## src/rtl/tone_seq_ctrl_pkg.sv

```systemverilog
// Shared definitions for the xylophone tone sequencer.
//   - Default widths for the up_counter timebase and the note cycle count.
//   - Default silent gap length and the minimum legal half-period.
//   - FSM state encoding (2 bits).
package tone_seq_ctrl_pkg;

    localparam int unsigned CNT_W_DEF    = 20;
    localparam int unsigned CYC_W_DEF    = 16;
    localparam int unsigned GAP_CLKS_DEF = 25000;
    localparam int unsigned MIN_PERIOD   = 2;

    typedef enum logic [1:0] {
        S_IDLE = 2'd0,
        S_PLAY = 2'd1,
        S_GAP  = 2'd2
    } state_t;

endpackage

```

## src/rtl/tone_seq_ctrl.sv

```systemverilog
// tone_seq_ctrl: sequences an external up_counter to play one square-wave
// note at a time, followed by a fixed silent gap and a completion pulse.
//
// Ports
//   clk          system clock
//   sclr         synchronous active-high reset
//   note_valid   note request present
//   note_ready   note can be accepted (IDLE and not in reset)
//   note_period  half-period in clocks, sampled on accept (clamped to >= 2)
//   note_cycles  full tone cycles to play, sampled on accept
//   stop         abort the current note or gap
//   cnt_q        current value of the external up_counter
//   cnt_sclr     synchronous clear for the external up_counter (combinational)
//   tone_out     registered square-wave output
//   busy         high in PLAY or GAP
//   done         one-cycle pulse at the end of the gap
module tone_seq_ctrl
    import tone_seq_ctrl_pkg::*;
#(
    parameter int unsigned CNT_W    = CNT_W_DEF,
    parameter int unsigned CYC_W    = CYC_W_DEF,
    parameter int unsigned GAP_CLKS = GAP_CLKS_DEF
) (
    input  logic             clk,
    input  logic             sclr,
    input  logic             note_valid,
    output logic             note_ready,
    input  logic [CNT_W-1:0] note_period,
    input  logic [CYC_W-1:0] note_cycles,
    input  logic             stop,
    input  logic [CNT_W-1:0] cnt_q,
    output logic             cnt_sclr,
    output logic             tone_out,
    output logic             busy,
    output logic             done
);

    localparam logic [CNT_W-1:0] MIN_PER  = CNT_W'(MIN_PERIOD);
    localparam logic [CNT_W-1:0] GAP_LAST = CNT_W'(GAP_CLKS - 1);

    state_t           state_q, state_d;
    logic [CNT_W-1:0] per_q, per_d;
    logic [CYC_W-1:0] rem_q, rem_d;
    logic             tone_q, tone_d;
    logic             done_q, done_d;
    logic             wrap;

    always_ff @(posedge clk) begin
        if (sclr) begin
            state_q <= S_IDLE;
            per_q   <= MIN_PER;
            rem_q   <= '0;
            tone_q  <= 1'b0;
            done_q  <= 1'b0;
        end else begin
            state_q <= state_d;
            per_q   <= per_d;
            rem_q   <= rem_d;
            tone_q  <= tone_d;
            done_q  <= done_d;
        end
    end

    always_comb begin
        state_d = state_q;
        per_d   = per_q;
        rem_d   = rem_q;
        tone_d  = tone_q;
        done_d  = 1'b0;
        wrap    = 1'b0;

        unique case (state_q)
            S_IDLE: begin
                tone_d = 1'b0;
                if (note_valid) begin
                    per_d   = (note_period < MIN_PER) ? MIN_PER : note_period;
                    rem_d   = note_cycles;
                    state_d = (note_cycles == '0) ? S_GAP : S_PLAY;
                end
            end
            S_PLAY: begin
                wrap = (cnt_q == per_q - 1'b1);
                if (wrap) begin
                    if (tone_q) begin
                        // Falling edge closes one full cycle.
                        tone_d = 1'b0;
                        rem_d  = rem_q - 1'b1;
                        if (rem_q == CYC_W'(1)) begin
                            state_d = S_GAP;
                        end
                    end else begin
                        tone_d = 1'b1;
                    end
                end
            end
            S_GAP: begin
                tone_d = 1'b0;
                // done is held for one cycle while still in GAP, so note_ready
                // only rises the cycle after the pulse.
                if (done_q) begin
                    state_d = S_IDLE;
                end else if (cnt_q == GAP_LAST) begin
                    wrap   = 1'b1;
                    done_d = 1'b1;
                end
            end
            default: begin
                state_d = S_IDLE;
                tone_d  = 1'b0;
            end
        endcase

        // Abort takes priority over any wrap in the same cycle.
        if (stop && (state_q != S_IDLE)) begin
            state_d = S_IDLE;
            tone_d  = 1'b0;
            rem_d   = '0;
            done_d  = 1'b0;
        end
    end

    assign cnt_sclr   = sclr | (state_q == S_IDLE) | stop | wrap;
    assign note_ready = (state_q == S_IDLE) & ~sclr;
    assign busy       = (state_q == S_PLAY) | (state_q == S_GAP);
    assign tone_out   = tone_q;
    assign done       = done_q;

endmodule

```

## config.mk

```make
export PLATFORM = sky130hd
export DESIGN_NAME = tone_seq_ctrl
export DESIGN_NICKNAME = d
export VERILOG_FILES = /design/src/rtl/tone_seq_ctrl_pkg.sv /design/src/rtl/tone_seq_ctrl.sv
export SDC_FILE = /design/constraint.sdc
export NUM_CORES = 1
export LEC_CHECK = 0
export ABC_AREA = 0
export BUFFER_PORTS_ARGS = -buffer_cell sky130_fd_sc_hd__buf_2
export CORE_MARGIN = 2
export CORE_UTILIZATION = 25
export CTS_CLUSTER_DIAMETER = 200
export DETAILED_ROUTE_END_ITERATION = 10
export GPL_ROUTABILITY_DRIVEN = 0
export PLACE_DENSITY_LB_ADDON = 0.2
export SLEW_MARGIN = 10
export SYNTH_ARGS = -nofsm -noshare
export SYNTH_HDL_FRONTEND = slang
export SYNTH_SLANG_ARGS = --single-unit
```

## constraint.sdc

```tcl
create_clock -name clk -period 3.4 [get_ports clk]
set_clock_uncertainty 0.1 [all_clocks]
set_input_delay 0.51 -clock clk [delete_from_list [all_inputs] [get_ports clk]]
set_output_delay 0.51 -clock clk [all_outputs]
set_load 0.01 [all_outputs]
```

==> out/metrics.yaml <==
grt_usage_pct: 15.1
yosysMostFrequentCell: "nand2_1"
root_buffer: "clkbuf_16"
worstPathArrival_ps: 2660
fin_util_pct: 32.0
cts_sinks: 40
p_comb_share_pct: 50.7
num_antenna_cells: 0
reg2reg_from: "per_q[1]"
synth_common_cells: "64 x nand2_1, 40 x dfxtp_1, 35 x a21oi_1"
area_growth_pct: 25.7
cts_tree: "built"
power.density_nw_per_um2: 723
min_to: "per_q[1]"
maxCapViolations: 0
yosys_most_used_dff: "dfxtp_1"
max_freq_mhz: 306
initial_utilization_pct: 25.4
postCtsHoldBufs: 0
clock_path_buffers: 2
drc_errors: 0
path_clk_slew_ps: 60
reg2reg_depth: 11
cts_buffers: 5
drt_iter0_drc: 162
holdPathStages: 3
synth_edf_count: 0
p_leak_nw: 1.47
maxSlewHeadroom_pct: 54.6
syn_nets: 464
syn_area_per_cell_sq_um: 7.61
critical_path_peak_fanout: 5
slew_violations: 0
die_y_um: 114
vias: 3162
die_w_um: 114
path_cells: "inv_1, ha_4, or3b_4, nor4_4, xnor2_1, a211oi_2, o21ai_2, nor2_1, a21oi_1, o21ai_1, buf_2"
drive_gt1_share_pct: 24.7
fin_crit_ps: 3270
grt_pass1_vias: 3070
clkPwrFrac_pct: 22.4
port_buffers: 64
drtPass1Iterations: 4
worst_pin_slew_ps: 680
syn_inst: 398
hold_viol_final: 0
dp_hpwl_um: 7580
hold_ws_ps: 366
core-area_sq_um: 11900
ys_seq_area_share_pct: 26.4
grt_overflow: 0
clk_latency_ps: 290
cpPeakStageDelay_ps: 410
vias_per_cell: 5.13
async_flop_share_pct: 0
min-delay-start: "note_period[1]"
r2r_end: "rem_q[7]"
setup_viol: 0
critPathTopFamily: "simple AND/OR/NAND/NOR gates"
r2r_slack_ps: 390
synth_cell_types: 65
ir_worst_vdd_uv: 236
switching_share_pct: 43.6
synth_top_cell_area_share_pct: 26.4
ys_warn_count: 0
cp.required_ps: 2790
htree_levels: 2
start_kind: "register"
path_buf_inv: 2
grt_max_degree: 36
antenna_found_initial: 0
syn_area_sq_um: 3030
rows: 40
die_area_sq_um: 13000
hp-class: "in -> reg"
ys_ff_latch: 40
final_nets: 535
status: "finished clean"
ys_top_cells_by_area: "dfxtp_1 26%, nand2_1 7.9%, a21oi_1 5.8%, xnor2_1 4.3%, nor4_1 3.9%"
avgRoutedWirePerCell_um: 15.8
io-pin-count: 65
seqPwrFrac_pct: 26.9
p_int_w: 0.00155
cp-end-kind: "output port"
yosysTopAreaCell: "dfxtp_1"
wl_um: 9740
fin_crit_sh_pct: 96.0
crit_slowest_cell: "or3b_4"
p_switching_w: 0.00120
postRouteAntennaNets: 0
worstSetupPathType: "reg -> out"
grt_pass1_wl_um: 15600
-- metrics by stage --
stage	TNS, ps	total power, W	cell area, sq um	setup WS [ps]	std cells
3_5_place_dp	0	0.00211	3560	150	606
5_1_grt	-11.3	0.00296	3810	-11.3	616
4_1_cts	0	0.00273	3750	27.2	614
6_report	0	0.00275	3810	135	616
3_3_place_gp	0	0.00211	3560	198	606
2_1_floorplan	0	0.00171	3030	314	398
-- cells by family (layout without fill, tap and decap cells) --
family	after synthesis	count (layout)	share of synthesized area (%)
and+or+nand+nor	192	192	35.9
AOI/OAI and AO/OA	99	99	21.6
DFF	40	40	26.4
buffers and inverters	32	103	4.54
xor gates and xnor gates	24	24	7.39
adders and majority gates	6	6	2.48
muxes	5	5	1.69
-- cell type report --
cell class / instances / area (sq um)
well taps: 147 / 184
inverters: 14 / 52.6
fillers: 1277 / 8100
flip-flops and latches: 40 / 801
repair buffers: 82 / 455
clock buffers: 5 / 125
multi-input cells: 326 / 2130
clock inverters: 2 / 60.1
-- timing repair --
action	4_1_cts	5_1_grt
buffers inserted	1	2
gates resized for setup	2	8
pin swaps	3	6
setup endpoints to repair	1	1
-- worst max path at each step --
stage / startpoint / endpoint / slack [ps] / cells after the start
2_1_floorplan: per_q[0] / cnt_sclr / 310 / 10
4_1_cts: per_q[0] / cnt_sclr / 30 / 11
6_report: per_q[1] / cnt_sclr / 130 / 11
5_1_grt: per_q[1] / cnt_sclr / -10 / 11
3_3_place_gp: per_q[0] / cnt_sclr / 200 / 11
3_5_place_dp: per_q[0] / cnt_sclr / 150 / 11
-- flip-flops by register name (all words and copies together), names as in the netlist --
register	cells
state_q	2
rem_q	16
per_q	20
done	1
tone_out	1
-- power groups by stage --
| stage | Combinational [W] | Clock (W) | Sequential, W |
|---|---|---|---|
| finish | 0.00140 | 0.000618 | 0.000739 |
| global route | 0.00156 | 0.000644 | 0.000758 |
| CTS | 0.00137 | 0.000623 | 0.000732 |
| detailed placement | 0.00137 | 0 | 0.000742 |
| global placement | 0.00137 | 0 | 0.000737 |
| floorplan | 0.00101 | 0 | 0.000699 |
-- worst reg2reg max path, stage by stage (launching register included) --
cell,delay (ps)
dfxtp_1,310
inv_1,90
ha_4,150
or3b_4,410
nor4_4,350
xnor2_1,130
a211oi_2,250
buf_4,160
o211ai_4,130
o21ai_4,450
nand2_1,100
a32o_1,270
-- placed cells by master, fill, tap and decap left out, types with 3 or more instances in the layout --
master	count
nand2_1	64
buf_2	64
dfxtp_1	40
a21oi_1	35
nor2_1	19
nor4_1	18
buf_4	18
o21ai_0	17
xnor2_1	15
nor3_1	15
inv_1	13
nand2b_1	10
nand3_1	10
nor2b_1	9
xor2_1	8
nand3b_1	7
a31oi_1	6
o211ai_1	5
ha_1	5
clkbuf_16	5
a21o_1	4
mux2i_1	4
a32o_1	4
a211oi_1	3
nor3b_1	3
o22ai_1	3
or3_1	3
and3_1	3
nand4_1	3
nor4bb_1	3
-- layer usage --
layer / share of wire [%] / global-route usage (%) / wire (um) / vias to the layer above
met2: 46 / 24.0 / 4450 / 62
met5: 0 / 0 / 0 / -
met4: 1.4 / 4.47 / 141 / 0
li1: - / - / - / 1590
met3: 4.0 / 2.38 / 385 / 12
met1: 49 / 21.2 / 4760 / 1498
Note: power is estimated with default switching activity, not from simulation.
